[src/rtl/proj_pkg.sv]
// rtl/proj_pkg.sv - State encoding and shared constants for the chess-training control unit (PAUSA under PROJ_UC_PAUSA_EN)
package proj_pkg;

  localparam int DB_ESTADO_W = 4;

  typedef enum logic [DB_ESTADO_W-1:0] {
    INICIAL  = 4'd0,
    PREPARA  = 4'd1,
    NOVA     = 4'd2,
    ESPERA   = 4'd3,
    REGISTRA = 4'd4,
    COMPARA  = 4'd5,
    ACERTO   = 4'd6,
    ERRO     = 4'd7,
    PROXIMA  = 4'd8,
    FIM_JOGO = 4'd9
`ifdef PROJ_UC_PAUSA_EN
    ,
    PAUSA    = 4'd10
`endif
  } estado_t;

endpackage

[src/rtl/contador_rodadas.sv]
// rtl/contador_rodadas.sv - Saturating round counter with synchronous clear and terminal-count flag
module contador_rodadas #(
  parameter int NUM_RODADAS = 8,
  parameter int W_RODADA    = 8
) (
  input  logic                i_clock,
  input  logic                i_reset_n,
  input  logic                i_zera,
  input  logic                i_conta,
  output logic [W_RODADA-1:0] o_q,
  output logic                o_fim
);

  localparam logic [W_RODADA-1:0] LIMITE = W_RODADA'(NUM_RODADAS);

  logic [W_RODADA-1:0] r_cont;

  always_ff @(posedge i_clock or negedge i_reset_n) begin
    if (!i_reset_n) begin
      r_cont <= '0;
    end else if (i_zera) begin
      r_cont <= '0;
    end else if (i_conta && (r_cont != LIMITE)) begin
      r_cont <= r_cont + 1'b1;
    end
  end

  assign o_q   = r_cont;
  assign o_fim = (r_cont == LIMITE);

endmodule

[src/rtl/proj_unidade_controle.sv]
// rtl/proj_unidade_controle.sv - Moore FSM sequencing the chess-training datapath (pause state under PROJ_UC_PAUSA_EN)
module proj_unidade_controle
  import proj_pkg::*;
#(
  parameter int NUM_RODADAS = 8,
  parameter int W_RODADA    = 8
) (
  input  logic                   clock,
  input  logic                   reset,
  input  logic                   iniciar,
  input  logic                   fimT,
  input  logic                   acertou,
  input  logic                   temJogada,
`ifdef PROJ_UC_PAUSA_EN
  input  logic                   pausa,
`endif
  output logic                   zeraT,
  output logic                   zeraR,
  output logic                   zeraP,
  output logic                   contaT,
  output logic                   decresceT,
  output logic                   contaP,
  output logic                   registraR,
  output logic                   novaJogada,
  output logic                   pronto,
  output logic [W_RODADA-1:0]    rodada,
  output logic [DB_ESTADO_W-1:0] db_estado
);

  estado_t r_estado;
  estado_t w_proximo;
  logic    w_fim_rodadas;

  always_ff @(posedge clock or negedge reset) begin
    if (!reset) r_estado <= INICIAL;
    else        r_estado <= w_proximo;
  end

  // Round counter moves on entry, so rodada is already current in PREPARA/ACERTO
  contador_rodadas #(
    .NUM_RODADAS (NUM_RODADAS),
    .W_RODADA    (W_RODADA)
  ) u_contador_rodadas (
    .i_clock   (clock),
    .i_reset_n (reset),
    .i_zera    (w_proximo == PREPARA),
    .i_conta   (w_proximo == ACERTO),
    .o_q       (rodada),
    .o_fim     (w_fim_rodadas)
  );

  always_comb begin
    w_proximo = INICIAL;
    case (r_estado)
      INICIAL:  w_proximo = iniciar ? PREPARA : INICIAL;
      PREPARA:  w_proximo = NOVA;
      NOVA:     w_proximo = ESPERA;
      ESPERA: begin
        if (fimT)           w_proximo = FIM_JOGO;
        else if (temJogada) w_proximo = REGISTRA;
`ifdef PROJ_UC_PAUSA_EN
        else if (pausa)     w_proximo = PAUSA;
`endif
        else                w_proximo = ESPERA;
      end
      REGISTRA: w_proximo = COMPARA;
      COMPARA: begin
        if (fimT)         w_proximo = FIM_JOGO;
        else if (acertou) w_proximo = ACERTO;
        else              w_proximo = ERRO;
      end
      ACERTO:   w_proximo = PROXIMA;
      ERRO:     w_proximo = ESPERA;
      PROXIMA:  w_proximo = w_fim_rodadas ? FIM_JOGO : NOVA;
      FIM_JOGO: w_proximo = iniciar ? PREPARA : FIM_JOGO;
`ifdef PROJ_UC_PAUSA_EN
      PAUSA:    w_proximo = pausa ? PAUSA : ESPERA;
`endif
      default:  w_proximo = INICIAL;
    endcase
  end

  always_comb begin
    zeraT      = 1'b0;
    zeraR      = 1'b0;
    zeraP      = 1'b0;
    contaT     = 1'b0;
    decresceT  = 1'b0;
    contaP     = 1'b0;
    registraR  = 1'b0;
    novaJogada = 1'b0;
    pronto     = 1'b0;
    case (r_estado)
      PREPARA: begin
        zeraT = 1'b1;
        zeraR = 1'b1;
        zeraP = 1'b1;
      end
      NOVA: begin
        novaJogada = 1'b1;
        zeraR      = 1'b1;
      end
      ESPERA:  contaT = 1'b1;
      REGISTRA: begin
        registraR = 1'b1;
        contaT    = 1'b1;
      end
      COMPARA: contaT = 1'b1;
      ACERTO: begin
        contaP    = 1'b1;
        decresceT = 1'b1;
      end
      ERRO:     zeraR  = 1'b1;
      FIM_JOGO: pronto = 1'b1;
      default: ;
    endcase
  end

  assign db_estado = r_estado;

endmodule

[config.mk]
export PLATFORM = sky130hd
export DESIGN_NAME = proj_unidade_controle
export DESIGN_NICKNAME = d
export VERILOG_FILES = /design/src/rtl/proj_pkg.sv /design/src/rtl/contador_rodadas.sv /design/src/rtl/proj_unidade_controle.sv
export SDC_FILE = /design/constraint.sdc
export NUM_CORES = 1
export LEC_CHECK = 0
export CAP_MARGIN = 30
export CORE_MARGIN = 10
export CORE_UTILIZATION = 44
export CTS_CLUSTER_DIAMETER = 50
export DETAILED_ROUTE_END_ITERATION = 8
export PLACE_DENSITY = 0.76
export RECOVER_POWER = 100
export SLEW_MARGIN = 20
export SYNTH_ARGS = -nofsm -noshare
export SYNTH_HDL_FRONTEND = slang
export SYNTH_SLANG_ARGS = --single-unit
[constraint.sdc]
create_clock -name clock -period 1.79 [get_ports clock]
set_clock_uncertainty 0.15 [all_clocks]
set_input_delay 0.358 -clock clock [delete_from_list [all_inputs] [get_ports clock]]
set_output_delay 0.358 -clock clock [all_outputs]
set_load 0.02 [all_outputs]
==> out/results.tsv, run 1 <==
metric	value	unit
WL/cell	21.3	um
IO Count	27	
sequential cell area fraction in the yosys report	28.4	%
Sink Count	12	
CP Max Fanout	6	
Max rail drop VDD	1.75	mV
final hold viol count	0	
syn_area_per_cell	8.68	sq um
library cells used by synthesis	46	
die extent in y	69.1	um
antenna viol nets, final	0	
Port Buffers	26	
Final period util	122	%
root buffer cell	clkbuf_4	
Reg power frac	11.6	%
GR Util met1	18.1	%
TritonCTS clock tree	yes	
Core Rows	17	
Post-DP HPWL	2630	um
Leak	0.942	nW
largest net degree at the start of global routing	13	
worst min-delay path class	primary input to asynchronous set/reset pin	
startpoint class of the critical path	flip-flop	
htree depth	1	
Iteration-0 DRC Markers	144	
Mapped Nets	130	
final WL	5020	um
Area contributors post-synth	dfrtp_1 (28%), nor3_1 (6.6%), a221o_2 (5.3%)	
met3 global-route usage	4.56	%
Post-synth EDFFs	0	
M2 GR Usage	29.6	%
via count	1521	
Pint	1.88	mW
Gate power share	83.1	%
grt ovf	0	
Slew @ Worst Pin	564	ps
Setup violations, final	18	
first-pass GRT wire length	6850	um
share of the synthesized area in the top cell type	28.4	%
core area	2250	sq um
total of max-cap violations	0	
Max Slew Vio Count	0	
Synth async-reset ratio	100	%
YS warnings	0	
Sw Pwr	1.60	mW
die width	69.1	um
Die Area	4770	sq um
Filler cells	96	
Final GP Congestion	0.883	
Power Total	3.48	mW
flops & latches, synth	12	
Fin Setup TNS	-3800	ps
vias in the first global route	1414	
outcome	complete, but fails checks	
Worst R2R Start	u_contador_rodadas.o_q[1]	
Clock Latency Late Sink	280	ps
synthesized cell area	1060	sq um
initial antenna violation count	0	
critical path class	flip-flop to flip-flop	
Slew headroom	62.2	%
clock power share	5.3	%
Worst setup EP type	flip-flop	
Sw Ratio	46.1	%
Yosys top cell by area	dfrtp_1	
overall routing resource usage	16.4	%
nets@finish	217	
reg2reg path depth	9	
n_diodes	0	
TritonCTS Buffers	3	
Pwr Density	1730	nW/um^2
TritonRoute pass-1 iters	5	
Worst-path clk slew	80	ps
Top FF cell, synth	dfrtp_1	
gr busiest metal	met2	
final setup margin	-400	ps
Final min period	2190	ps
RSZ-0062 raised after global routing	yes	
failing checks	setup timing	
Arr. time, crit path	2200	ps
maximum clock frequency	457	MHz
starting density of the core	46.9	%
layout cells sized above 1	58.2	%
cell count after synthesis	122	
drt drc	0	
clock buffer depth	2	
CP Data Required Time	1800	ps
flop2flop setup slack	-400	ps
Area Overhead vs Synth	90.2	%
Via density	6.44	
reg2reg end	u_contador_rodadas.o_q[7]	
-- power groups by stage --
stage	logic (mW)	clock network, mW	registers (mW)
floorplan	1.05	0	0.461
global placement	1.76	0	0.443
detailed placement	1.81	0	0.448
CTS	2.23	0.181	0.397
global route	3.01	0.197	0.411
finish	2.89	0.183	0.403
-- Yosys cell counts (2+ instances only) --
cell and number:
inv_1 8, nand4_1 2, and4bb_2 2, ha_1 2, and3_1 2, a221o_2 5
a21o_1 2, nand2_1 8, dfrtp_1 12, buf_2 3, nor4_1 2, o21ai_0 7
mux2i_1 2, nand3_1 5, buf_4 4, nand2b_1 4, nor2_1 7, nor3_1 14
a21oi_1 4
-- repair_timing --
action                                  in CTS  in global routing
buffers inserted                            16                 14
hold buffers                                 0                  0
gates cloned                                 0                  0
resized for setup                           78                 40
endpoints found under the setup margin      30                 20
pin swaps                                    3                 10
-- metal layers --
metal  wire (um)  up-vias  share of wire, %
li1            -      637                 -
met1        2040      737                41
met2        2340      111                47
met3         421       36               8.4
met4         214        0               4.3
met5           0        -                 0
-- cell type report --
cell class	instances	area [sq um]	area share (%)
multi-input combinational	92	813	40.4
timing repair buffer	91	796	39.5
sequential	12	307	15.2
inverter	9	36.3	1.80
tap	28	35.0	1.74
clock buffer	4	26.3	1.31
-- through the flow --
step / hold slack [ps] / instances / setup slack (ps) / instance area (sq um) / utilization, %
3_3_place_gp: 470 / 205 / -434 / 1630 / 72.5
3_5_place_dp: 483 / 205 / -490 / 1630 / 72.5
6_report: 351 / 236 / -400 / 2010 / 89.3
2_1_floorplan: -87.6 / 122 / -230 / 1110 / -
4_1_cts: 297 / 225 / -328 / 1810 / 80.3
5_1_grt: 375 / 236 / -442 / 2010 / 89.3
-- kinds of logic after synthesis --
kind of cell | Yosys count | synth area share [%]
simple gates | 54 | 29.0
xor+xnor | 1 | 0.828
compound gates | 33 | 28.7
flops | 12 | 28.4
buf+inv | 18 | 8.86
mux | 2 | 1.89
fa+ha+maj | 2 | 2.36
-- worst max-delay path: stages (launching register included) --
cell	delay, ps
dfrtp_2	390
inv_2	50
ha_2	160
and4bb_2	220
and2_4	150
buf_6	120
a32oi_4	210
a221oi_4	110
buf_6	150
a221o_2	350
-- layout by cell type, fill, tap and decap left out, types with 2 or more instances in the layout --
cell type        netlist  final
and3_1                 2      2
clkdlybuf4s50_1        0      4
nor2_4                 0      3
buf_4                  4     48
dfrtp_2                0      5
clkdlybuf4s15_1        0      2
a21oi_4                1      2
buf_6                  1     23
nand2b_4               0      3
nand4_1                2      2
nand2_4                0      2
and4bb_2               2      2
clkbuf_1               0      4
clkbuf_4               0      3
a21o_1                 2      2
nor2_1                 7      5
dlygate4sd2_1          0      8
nor4_1                 2      2
nor3_2                 1      3
a21oi_1                4      3
nand3_1                5      5
dfrtp_1               12      7
inv_1                  8      4
o21ai_0                7      6
a221o_2                5      5
inv_2                  1      4
nand2_1                8      5
nor3_1                14     11
mux2i_1                2      2
-- worst max-delay path by stage --
stage | from | endpoint | slack [ps] | depth (start not counted)
after floorplan | u_contador_rodadas.o_q[0] | u_contador_rodadas.o_q[1] | -230 | 8
after global placement | fimT | u_contador_rodadas.o_q[1] | -430 | 6
after detailed placement | fimT | u_contador_rodadas.o_q[1] | -490 | 6
after CTS | u_contador_rodadas.o_q[0] | u_contador_rodadas.o_q[1] | -330 | 8
after global routing | u_contador_rodadas.o_q[0] | u_contador_rodadas.o_q[1] | -440 | 9
final | u_contador_rodadas.o_q[1] | u_contador_rodadas.o_q[7] | -400 | 9
-- flip-flops by register name, indices dropped and copies added (netlist names) --
signal	count
u_contador_rodadas.o_q	8
db_estado	4
Power figures use the tool's default switching activity.
==> inputs of run 2 (changes only) <==
- GPL_ROUTABILITY_DRIVEN: not set -> 0
- SLEW_MARGIN: 20 -> 0
==> results of run 2 <==
The final DEF is identical to that of run 1; final timing and power are the same.
==> inputs of run 3 (changes only) <==
- CORE_UTILIZATION: 44 -> 45
- CTS_BUF_LIST: not set -> sky130_fd_sc_hd__clkbuf_4 sky130_fd_sc_hd__clkbuf_8
- PLACE_DENSITY: 0.76 -> 0.77
==> run 3 against run 2 <==
Compared with the run above:
- the flow finishes with violations (DRC, setup timing)
- register-to-register slack worse by 110 ps
- critical path depth down 1
- core utilization is 6.3 points higher
- via count grew 7.7%
- non-clock buffer count is 1 lower
==> out/results.tsv, run 3 (synthesized netlist as in run 1, its figures left out) <==
metric	value	unit	change
outcome	complete, but fails checks		unchanged
failing checks	DRC, setup timing		was setup timing
starting density of the core	47.4	%	was 46.9%
final setup margin	-514	ps	was -400 ps
Iteration-0 DRC Markers	159		was 144
IO Count	27		unchanged
Power Total	3.83	mW	was 3.48 mW
Core Rows	17		unchanged
commonest non-fill, non-tap cells in the layout	buf_4 (49), buf_6 (20), nor3_1 (10)		was buf_4 (48), buf_6 (23), nor3_1 (11)
WL/cell	26.7	um	was 21.3 um
core area	2230	sq um	was 2250 sq um
Sink Count	12		unchanged
Die Area	4690	sq um	was 4770 sq um
nets@finish	217		unchanged
Max rail drop VDD	1.76	mV	was 1.75 mV
overall routing resource usage	21.9	%	was 16.4%
Largest register FFs	8		unchanged
Hold WS	343	ps	was 351 ps
initial antenna violation count	0		unchanged
drt drc	1		was 0
Clock Latency Late Sink	310	ps	was 280 ps
Post-DP HPWL	2910	um	was 2630 um
antenna viol nets, final	0		unchanged
root buffer cell	clkbuf_4		unchanged
CP max stage cell	dfrtp_2		unchanged
Via density	6.94		was 6.44
most common cell after layout, fill and taps aside	buf_4		unchanged
Slew headroom	58.3	%	was 62.2%
startpoint class of the critical path	flip-flop		unchanged
Slew @ Worst Pin	623	ps	was 564 ps
Fin Setup TNS	-4640	ps	was -3800 ps
Worst-path clk slew	100	ps	was 80 ps
CP max stage delay	410	ps	was 390 ps
Pwr Density	1800	nW/um^2	was 1730 nW/um^2
htree depth	1		unchanged
CP Max Fanout	2		was 6
Max Slew Vio Count	0		unchanged
Final period util	129	%	was 122%
via count	1638		was 1521
final hold viol count	0		unchanged
Setup violations, final	20		was 18
Arr. time, crit path	2360	ps	was 2200 ps
clock buffer depth	2		unchanged
worst min-delay path class	primary input to asynchronous set/reset pin		unchanged
vias in the first global route	1431		was 1414
largest net degree at the start of global routing	13		unchanged
layout cells sized above 1	65.9	%	was 58.2%
final WL	6290	um	was 5020 um
first-pass GRT wire length	7660	um	was 6850 um
total of max-cap violations	0		unchanged
Area Overhead vs Synth	102	%	was 90.2%
CP Data Required Time	1840	ps	was 1800 ps
grt ovf	0		unchanged
die width	68.5	um	was 69.1 um
post-place setup slack	-454	ps	was -490 ps
TritonCTS Buffers	3		unchanged
Final min period	2300	ps	was 2190 ps
n_diodes	0		unchanged
RSZ-0062 raised after global routing	yes		unchanged
Post-CTS Hold Fix Bufs	0		unchanged
Worst setup EP type	flip-flop		unchanged
Leak	0.949	nW	was 0.942 nW
critical path class	flip-flop to flip-flop		unchanged
TritonRoute pass-1 iters	9		was 5
maximum clock frequency	434	MHz	was 457 MHz
Port Buffers	26		unchanged
die extent in y	68.5	um	was 69.1 um
TritonCTS clock tree	yes		unchanged
worst path cell trace	inv_4 -> ha_4 -> and4bb_2 -> buf_4 -> a211o_1 -> o21ai_1 -> nor3_1 -> a221o_2		was inv_2 -> ha_2 -> and4bb_2 -> and2_4 -> buf_6 -> a32oi_4 -> a221oi_4 -> buf_6 -> a221o_2
[run 3: cell types whose count changed in the layout (fill, tap and decap cells not counted), sizes merged]
cell	before	now
a32o	1	2
buf	73	72
clkbuf	7	9
clkinv	0	1
dlygate4sd2	8	6
inv	9	8
[run 3: stage by stage]
stage          utilization, %  std cells  area, sq um
2_1_floorplan               -        122         1110
3_3_place_gp             74.2        208         1660
3_5_place_dp             74.2        208         1660
4_1_cts                  84.9        221         1900
5_1_grt                  95.6        236         2130
6_report                 95.6        236         2130
[run 3: power breakdown]
| group | leakage (nW) | internal (mW) | switching (mW) |
|---|---|---|---|
| Clock | 0.0210 | 0.125 | 0.131 |
| Sequential | 0.154 | 0.337 | 0.110 |
| Combinational | 0.774 | 1.55 | 1.58 |
| Total | 0.949 | 2.01 | 1.83 |
[run 3: metal layers]
metal	vias to the layer above	global-route usage, %	routed length [um]
li1	640	-	-
met1	776	25.9	2070
met2	170	37.9	2910
met3	52	4.51	787
met4	0	8.54	524
met5	-	0	0
[run 3: cell type report]
cell class,instances,area (sq um)
multi-input combinational,93,907
tap,28,35.0
inverter,9,48.8
clock buffer,4,36.3
fill,50,98.8
sequential,12,308
timing repair buffer,90,800
[run 3: what timing repair did]
action | CTS | global route
gates cloned | 1 | 0
buffers inserted | 8 | 16
gates resized for setup | 96 | 42
endpoints found under the setup margin | 30 | 24
pin swaps | 10 | 12
[run 3: worst paths after layout]
| kind | start | endpoint | slack, ps | depth (start not counted) |
|---|---|---|---|---|
| setup reg to reg | u_contador_rodadas.o_q[0] | u_contador_rodadas.o_q[3] | -510 | 8 |
| setup / recovery | u_contador_rodadas.o_q[0] | u_contador_rodadas.o_q[3] | -510 | 8 |
| hold / removal | reset | u_contador_rodadas.o_q[1] | 340 | 1 |
| hold reg to reg | u_contador_rodadas.o_q[7] | u_contador_rodadas.o_q[7] | 540 | 2 |
| min in group clock | u_contador_rodadas.o_q[7] | u_contador_rodadas.o_q[7] | 540 | 2 |
| max in group asynchronous | reset | db_estado[3] | 710 | 1 |
[run 3: worst max-delay path: cells and delay by family, from the launching register on]
| family | cells | cell delay [ps] |
|---|---|---|
| and+or+nand+nor | 2 | 400 |
| DFF | 1 | 410 |
| adders and majority gates | 1 | 150 |
| buffers and inverters | 2 | 210 |
| AOI/OAI and AO/OA | 3 | 860 |
